$ cat config.mk
export PLATFORM = sky130hd
export DESIGN_NAME = sramlike_arbiter
export DESIGN_NICKNAME = d
export VERILOG_FILES = /design/src/rtl/sramlike_arbiter_pkg.sv /design/src/rtl/sramlike_prio_sel.sv /design/src/rtl/sramlike_arbiter.sv
export SDC_FILE = /design/constraint.sdc
export NUM_CORES = 1
export LEC_CHECK = 0
export CORE_AREA = 2 2 119 121
export CTS_BUF_LIST = sky130_fd_sc_hd__clkbuf_4 sky130_fd_sc_hd__clkbuf_8 sky130_fd_sc_hd__clkbuf_16
export CTS_CLUSTER_DIAMETER = 60
export DETAILED_ROUTE_END_ITERATION = 7
export DIE_AREA = 0 0 121 123
export DONT_BUFFER_PORTS = 1
export SLEW_MARGIN = 20
export SYNTH_ARGS = -nofsm -noshare
export SYNTH_HDL_FRONTEND = slang
export SYNTH_HIERARCHICAL = 1
export SYNTH_SLANG_ARGS = --single-unit
$ cat constraint.sdc
create_clock -name clk -period 2.33 [get_ports clk]
set_input_delay 0.233 -clock clk [delete_from_list [all_inputs] [get_ports clk]]
set_output_delay 0.233 -clock clk [all_outputs]
set_load 0.005 [all_outputs]
$ cat src/rtl/sramlike_arbiter_pkg.sv
// Shared types for the sram-like arbiter: FSM states, grant owner, size codes
// and the latched request fields.
package sramlike_arbiter_pkg;

    typedef enum logic [1:0] {
        ST_IDLE = 2'd0,
        ST_ADDR = 2'd1,
        ST_DATA = 2'd2
    } state_e;

    typedef enum logic [1:0] {
        GNT_NONE = 2'd0,
        GNT_INST = 2'd1,
        GNT_DATA = 2'd2
    } grant_e;

    localparam logic [1:0] SIZE_BYTE = 2'b00;
    localparam logic [1:0] SIZE_HALF = 2'b01;
    localparam logic [1:0] SIZE_WORD = 2'b10;

    typedef struct packed {
        logic        wr;
        logic [1:0]  size;
        logic [31:0] addr;
        logic [31:0] wdata;
    } req_fields_t;

endpackage

$ cat src/rtl/sramlike_prio_sel.sv
// Data-first priority select with a saturating starvation counter that hands
// the port to inst once data has won STARVE_LIMIT times in a row over it.
module sramlike_prio_sel
    import sramlike_arbiter_pkg::*;
#(
    parameter int STARVE_LIMIT = 4,
    parameter int CNT_W        = 3
) (
    input  logic             arb_en,
    input  logic             inst_req,
    input  logic             data_req,
    input  logic [CNT_W-1:0] cnt_q,
    output grant_e           win,
    output logic [CNT_W-1:0] cnt_d
);

    localparam logic [CNT_W-1:0] LIMIT = CNT_W'(STARVE_LIMIT);

    always_comb begin
        win   = GNT_NONE;
        cnt_d = cnt_q;
        if (arb_en) begin
            if (data_req && inst_req && (cnt_q == LIMIT)) begin
                win = GNT_INST;
            end else if (data_req) begin
                win = GNT_DATA;
            end else if (inst_req) begin
                win = GNT_INST;
            end

            // Count only data wins that actually made inst wait.
            if ((win == GNT_DATA) && inst_req) begin
                cnt_d = (cnt_q == LIMIT) ? cnt_q : cnt_q + CNT_W'(1);
            end else begin
                cnt_d = '0;
            end
        end
    end

endmodule

$ cat src/rtl/sramlike_arbiter.sv
// Two-to-one sram-like arbiter: one outstanding transaction, request fields
// latched at grant time, responses routed back to the granted side only.
module sramlike_arbiter
    import sramlike_arbiter_pkg::*;
#(
    parameter int STARVE_LIMIT = 4,
    parameter int CNT_W        = 3
) (
    input  logic        clk,
    input  logic        rst,

    input  logic        inst_req,
    input  logic        inst_wr,
    input  logic [1:0]  inst_size,
    input  logic [31:0] inst_addr,
    input  logic [31:0] inst_wdata,
    output logic [31:0] inst_rdata,
    output logic        inst_addr_ok,
    output logic        inst_data_ok,

    input  logic        data_req,
    input  logic        data_wr,
    input  logic [1:0]  data_size,
    input  logic [31:0] data_addr,
    input  logic [31:0] data_wdata,
    output logic [31:0] data_rdata,
    output logic        data_addr_ok,
    output logic        data_data_ok,

    output logic        m_req,
    output logic        m_wr,
    output logic [1:0]  m_size,
    output logic [31:0] m_addr,
    output logic [31:0] m_wdata,
    input  logic [31:0] m_rdata,
    input  logic        m_addr_ok,
    input  logic        m_data_ok,

    output logic        busy
);

    state_e            state_q, state_d;
    grant_e            grant_q, grant_d;
    logic [CNT_W-1:0]  cnt_q, cnt_d;
    req_fields_t       fields_q, fields_d;
    grant_e            win;
    logic              addr_hs;
    logic              data_hs;

    sramlike_prio_sel #(
        .STARVE_LIMIT (STARVE_LIMIT),
        .CNT_W        (CNT_W)
    ) u_prio_sel (
        .arb_en   (state_q == ST_IDLE),
        .inst_req (inst_req),
        .data_req (data_req),
        .cnt_q    (cnt_q),
        .win      (win),
        .cnt_d    (cnt_d)
    );

    always_ff @(posedge clk or posedge rst) begin
        if (rst) begin
            state_q  <= ST_IDLE;
            grant_q  <= GNT_NONE;
            cnt_q    <= '0;
            fields_q <= '0;
        end else begin
            state_q  <= state_d;
            grant_q  <= grant_d;
            cnt_q    <= cnt_d;
            fields_q <= fields_d;
        end
    end

    always_comb begin
        state_d  = state_q;
        grant_d  = grant_q;
        fields_d = fields_q;
        case (state_q)
            ST_IDLE: begin
                if (win != GNT_NONE) begin
                    grant_d = win;
                    state_d = ST_ADDR;
                    if (win == GNT_DATA) begin
                        fields_d = '{wr: data_wr, size: data_size, addr: data_addr, wdata: data_wdata};
                    end else begin
                        fields_d = '{wr: inst_wr, size: inst_size, addr: inst_addr, wdata: inst_wdata};
                    end
                end
            end
            ST_ADDR: begin
                // A data_ok without addr_ok here belongs to an abandoned transaction.
                if (m_addr_ok) begin
                    if (m_data_ok) begin
                        state_d = ST_IDLE;
                        grant_d = GNT_NONE;
                    end else begin
                        state_d = ST_DATA;
                    end
                end
            end
            ST_DATA: begin
                if (m_data_ok) begin
                    state_d = ST_IDLE;
                    grant_d = GNT_NONE;
                end
            end
            default: begin
                state_d = ST_IDLE;
                grant_d = GNT_NONE;
            end
        endcase
    end

    always_comb begin
        addr_hs = (state_q == ST_ADDR) && m_addr_ok;
        data_hs = (addr_hs && m_data_ok) || ((state_q == ST_DATA) && m_data_ok);

        inst_addr_ok = addr_hs && (grant_q == GNT_INST);
        inst_data_ok = data_hs && (grant_q == GNT_INST);
        data_addr_ok = addr_hs && (grant_q == GNT_DATA);
        data_data_ok = data_hs && (grant_q == GNT_DATA);

        inst_rdata = m_rdata;
        data_rdata = m_rdata;

        m_req   = (state_q == ST_ADDR);
        m_wr    = fields_q.wr;
        m_size  = fields_q.size;
        m_addr  = fields_q.addr;
        m_wdata = fields_q.wdata;
        busy    = (state_q != ST_IDLE);
    end

endmodule
### After elaboration in Yosys (flattened, before gate mapping)

Cells that the tools add are included.

| word-level totals | value |
|---|---|
| bits of input ports | 172 |
| bits in registers | 74 |

| operators by class | value |
|---|---|
| $add $sub $neg | 1 |
| muxes and demuxes | 17 |
| equal/unequal tests | 11 |
| reduce and logical (&&, ||, !) cells | 18 |

Operator list:

| kind | count |
|---|---|
| $mux W67 | 1 |
| $mux W2 | 11 |
| $pmux W2 S3 | 2 |
| $logic_and A1 B1 Y1 | 10 |
| $eq A2 B2 Y1 const B | 4 |
| $mux W3 | 2 |
| $ne A2 B2 Y1 const B | 3 |
| $reduce_and A2 Y1 | 3 |
| $eq A2 B1 Y1 const B | 2 |
| $reduce_bool A2 Y1 | 2 |
| $add A3 B1 Y3 const B | 1 |
| $eq A3 B3 Y1 const B | 1 |
| $reduce_and A3 Y1 | 1 |
| $logic_not A2 Y1 | 1 |
| $ne A2 B1 Y1 const B | 1 |
| $logic_or A1 B1 Y1 | 1 |
| $mux W1 | 1 |

### Depth between registers and ports, before layout

| depth | value |
|---|---|
| depth in word-level cells | 8 |
| gate-level depth with buffers | 10 |
| mapped depth without buffers | 7 |

### Modules after synthesis

The synthesis kept the hierarchy.

By module, submodules not included:

| module | cells each | instances | sequential area each (µm²) | area an instance (µm²) |
|---|---|---|---|---|
| sramlike_arbiter | 399 | 1 | 1,851.8 | 4,016.4 |
| sramlike_prio_sel | 19 | 1 | 0.0 | 121.4 |

### Worst setup path after synthesis

Ideal clock, no wire load.

| timing | value |
|---|---|
| path type | register to register |
| start point | register state_q[0] |
| end point | register fields_q (netlist bit m_wdata[10]) |
| cell stages (with the launch flop) | 11 |
| clock period less this slack | 2,041 ps |
| path slack | 289 ps |
| arrival | 1,909 ps |
| library setup time | 132 ps |
| required time | 2,198 ps |
| cell sequence | dfrtp_1 inv_1 ha_1 nand2_1 a31oi_1 nor2b_1 buf_4 buf_12 buf_12 mux2i_1 o21ai_1 |

| on the way | value |
|---|---|
| cells in the longest elaborated chain, start to end | 4 |
| elaborated cells on any way between the ends | 6 |
| those cells by class | 1 x eq/ne; 2 x mux; 3 x reduce/logical |

RTL lines:

| element | RTL line | text |
|---|---|---|
| start: declaration | sramlike_arbiter.sv:42 | `state_e state_q, state_d;` |
| start signal: assignment | sramlike_arbiter.sv:69 | `state_q <= state_d;` |
| $logic_not A2 Y1 * | sramlike_arbiter.sv:54 | `.arb_en (state_q == ST_IDLE),` |
| $mux W2 * | sramlike_prio_sel.sv:22 | `if (arb_en) begin` |
| named net win[1] | sramlike_arbiter.sv:46 | `grant_e win;` |
| $eq A2 B2 Y1 / $reduce_bool A2 Y1 (equally long branches) | sramlike_arbiter.sv:85, sramlike_arbiter.sv:82 |  |
| $mux W67 / $reduce_and A2 Y1 (equally long branches) | - |  |
| end signal: assignment | sramlike_arbiter.sv:72 | `fields_q <= fields_d;` |
| end: declaration | sramlike_arbiter.sv:45 | `req_fields_t fields_q, fields_d;` |

The timed path passes the listed nets; every way through them passes the cells marked *.
A chain may end at the register's enable or synchronous reset.

### Worst setup path in the final report

| timing | value |
|---|---|
| start point | register state_q[1] |
| end point | register fields_q (netlist bit m_addr[25]) |

Same word-level chain as after synthesis.

==> results.txt <==
The flow ran to the end, and the final reports show no timing, DRC or antenna violations. The slew of the pin with the lowest slew margin is ~0.65 ns. The share of total power dissipated in the clock network is 0.248. The proportion of layout cells with a drive suffix above 1 is 0.0787.

The number of clock sinks came out at 74. Dividing the detail-routed via count by the number of cells gives approximately 4.7. Setup violations remaining at the end of the flow were counted as 0. The net count after synthesis came out at about 600. The starting density of the core is 0.304. The Yosys step of the flow raised 6 warnings. The worst setup path is launched from a flop. The cts-stage hold buffer count is 1. The clock tree buffer depth came out at 2. The hold path endpoint is m_wdata[3]. The global-route usage over all layers came out at 0.120. The final cell count without fillers came out at 536. The required time of the worst setup path is between 2 and 3 ns. The standard-cell row count is 43.

The worst hold path belongs to the class in -> reg. The final layout contains routed wiring with a total length of just under 9000 µm. The routed layout has around 2.5k vias. The total iterations of the first detailed-routing run came out at 4.

The setup slack of the worst register-to-register path is about 0.32 ns. In this run the standard cell core region covers 13600 µm². For this run, the top clock speed supported by timing is just under 0.5 GHz.

After global routing the overflow that remains totals 0. The hold violation count in the final report came to 0. The data arrival at the endpoint of the critical path is 2.22 ns. The count of cells along the worst register-to-register path came out at 8. Of the available clock period, the critical path in the final layout requires 0.864. The post-synthesis to final-layout area growth came out at 0.212%.

The maximum fanout along the worst path came out at 35. The endpoint identified for the worst register-to-register timing path is m_addr[25]. The antenna violation net count after detailed routing is 0. The number of antenna violations at the first check in global routing came out at 0. The detailed-route DRC error count came out at 0. The number of stages on the worst hold path came out at 2. Entering global routing, the biggest net connects between 70 and 80 pins. The top cell types in the final layout, fill and taps aside, are 74 x sky130_fd_sc_hd__nand2_1, 74 x sky130_fd_sc_hd__dfrtp_1, 69 x sky130_fd_sc_hd__mux2i_1. Setup repair after global routing left no endpoint under its margin. The clock transition at the register clock pins on the worst setup and hold paths after CTS is 0.06 ns. TritonCTS built the clock tree. The time the worst path needs with I/O delays and setup came out at between 2 and 2.5 ns. The number of flops mapped to enable cells by yosys is 0. TritonCTS created 9 clock buffers.

The sum of negative setup slack came out at 0 ns. From bottom edge to top edge, the die measures 123 µm. The post-synthesis average cell area came out at about 10 µm². The least setup slack across all paths after layout is approximately 0.32 ns. For this design the ratio of total power to cell area is roughly 1300 nW/µm².

The startpoint identified for the worst hold timing path is inst_wdata[3]. The startpoint of the worst-slack reg-to-reg timing path is state_q[1]. The total of buffers placed on input and output ports came out at 0. The die area is between 10000 and 15000 µm². Summing every instance area after synthesis gives approximately 4100 µm². Synthesis handed over a netlist of 418 instances.

The share of the yosys chip area belonging to registers came out at 0.448. The average wire length per cell after detail routing came out at about 17 µm. The reported net switching power came out at between 2 and 2.5 mW. The number of storage elements in the synthesis netlist is 74. For this run, the slowest stage of the critical path takes 0.38 ns.

Traced cell by cell, the critical path runs through inv_1, ha_1, nand2_1, a31oi_1, nor2b_4, buf_12, mux2i_1, o21ai_0. The max-slew violation count came to 0. The global-route wire length before repair came out at 13600 µm. Among all flip-flop cells after synthesis, the most frequent one is sky130_fd_sc_hd__dfrtp_1. The proportion of total power due to net switching came out at 0.362. The number of global-route vias before repair came out at 2610. The number of DRC markers after the initial detailed-route iteration came out at roughly 120. The final-stage net count is 530.

The count of instances resized after the clock tree is built is 0. The critical path is of the reg -> reg type. The relative max-transition margin came out at 0.567.

The routability-driven placement congestion ratio is 0.751. The deepest level of the CTS H-tree is 3. The pre-CTS setup slack came out at 0.332 ns.

The cell-internal power is 3.53 mW. The number of placed I/O pins is between 300 and 400. The share of total power in combinational logic came out at 0.319. The share of total power dissipated in sequential elements is 0.434. Yosys mapped the design onto 34 distinct sky130hd cell types.

The clock tree root driver cell is sky130_fd_sc_hd__clkbuf_16. The slowest stage of the critical path is the sky130_fd_sc_hd__dfrtp_1 cell. STA classifies the critical path endpoint as a flop. The width of the die is 121 µm. The HPWL reported at the end of detailed placement came out at between 6000 and 7000 µm. The clock reaches the later pin of the worst-skew pair after 0.33 ns.

The worst-case IR drop observed on VDD is 525 µV. The final worst clock skew came out at approximately 0.0065 ns. The analysis attributes to cell leakage a power of 1.81 nW. The number of antenna cells inserted came out at 0.

The number of maximum-capacitance constraint violations is 0. Once the clock tree was built, the setup fixing pass inserted 0 buffers. The cell count after placement came out at 520. For this run, asynchronously set or reset flops after synthesis account for 1.00.
[stage by stage]
stage               hold slack, ns  instance area, µm²  power, mW  utilization
floorplan                    0.401                4140       3.89            -
global placement             0.207                3840       4.13        0.282
detailed placement           0.221                3840       4.24        0.282
CTS                         0.0606                4150       5.67        0.305
global route                0.0747                4150       6.05        0.305
finish                      0.0838                4150       5.54        0.305
[sequential cells by signal, indices dropped and copies added (netlist names)]
name	count
m_addr	32
m_wdata	32
cnt_q	3
grant_q	2
m_size	2
state_q	2
m_wr	1
[cells by family (layout without fill, tap and decap cells)]
family | after synthesis | after routing | share of synthesized area
AO/OA/AOI/OAI | 80 | 80 | 0.104
adder cells (fa/ha/maj) | 6 | 6 | 0.0181
buffers and inverters | 95 | 33 | 0.168
flip-flops | 74 | 74 | 0.448
multiplexers | 69 | 69 | 0.167
AND/OR/NAND/NOR | 94 | 94 | 0.0946
[cell usage after synthesis (all sizes together) (2+ instances only)]
cell / instances / area (µm²)
buf: 77 / 629
nand2: 75 / 284
dfrtp: 74 / 1850
mux2i: 69 / 691
o21ai: 69 / 349
clkbuf: 10 / 37.5
inv: 8 / 30.0
ha: 6 / 75.1
nor2: 5 / 18.8
nor2b: 4 / 25.0
nand2b: 2 / 12.5
nand4: 2 / 12.5
o311ai: 2 / 17.5
o31ai: 2 / 15.0
[worst max path at each step]
stage	start	end	slack, ns	cells past startpoint
6_report	state_q[1]	m_addr[25]	0.32	8
5_1_grt	state_q[0]	m_size[0]	0.1	8
4_1_cts	state_q[0]	m_size[0]	0.30	8
3_5_place_dp	state_q[1]	m_addr[25]	0.33	8
3_3_place_gp	state_q[0]	m_addr[25]	0.37	8
2_1_floorplan	rst	cnt_q[0]	0.22	1
[routing by layer]
| metal | global-route usage | up-vias | wire length [µm] |
|---|---|---|---|
| met5 | 0 | - | 0 |
| met4 | 0.0712 | 0 | 313 |
| met3 | 0.0577 | 34 | 1060 |
| met2 | 0.192 | 153 | 4220 |
| met1 | 0.130 | 1139 | 3340 |
| li1 | - | 1210 | - |
[critical path: cells and delay by family, from the launching register on]
kind | cells | cell delay, ns
AOI/OAI and AO/OA | 2 | 0.29
adders and majority gates | 1 | 0.22
buffers and inverters | 2 | 0.37
DFF | 1 | 0.38
muxes | 1 | 0.29
and+or+nand+nor | 2 | 0.31
[final cells by class]
cell class | count | area (µm²)
Clock inverter | 3 | 40.0
Timing Repair Buffer | 10 | 140
Inverter | 8 | 31.3
Tap cell | 180 | 225
Clock buffer | 12 | 254
Sequential cell | 74 | 1850
Fill cell | 1365 | 9470
Multi-Input combinational cell | 249 | 1600
[power groups by stage]
stage	clock network (mW)	logic (mW)	registers (mW)
floorplan	0	1.63	2.25
global placement	0	1.72	2.41
detailed placement	0	1.81	2.43
CTS	1.44	1.81	2.42
global route	1.50	2.06	2.49
finish	1.37	1.77	2.40
(Power assumes the default switching activity.)
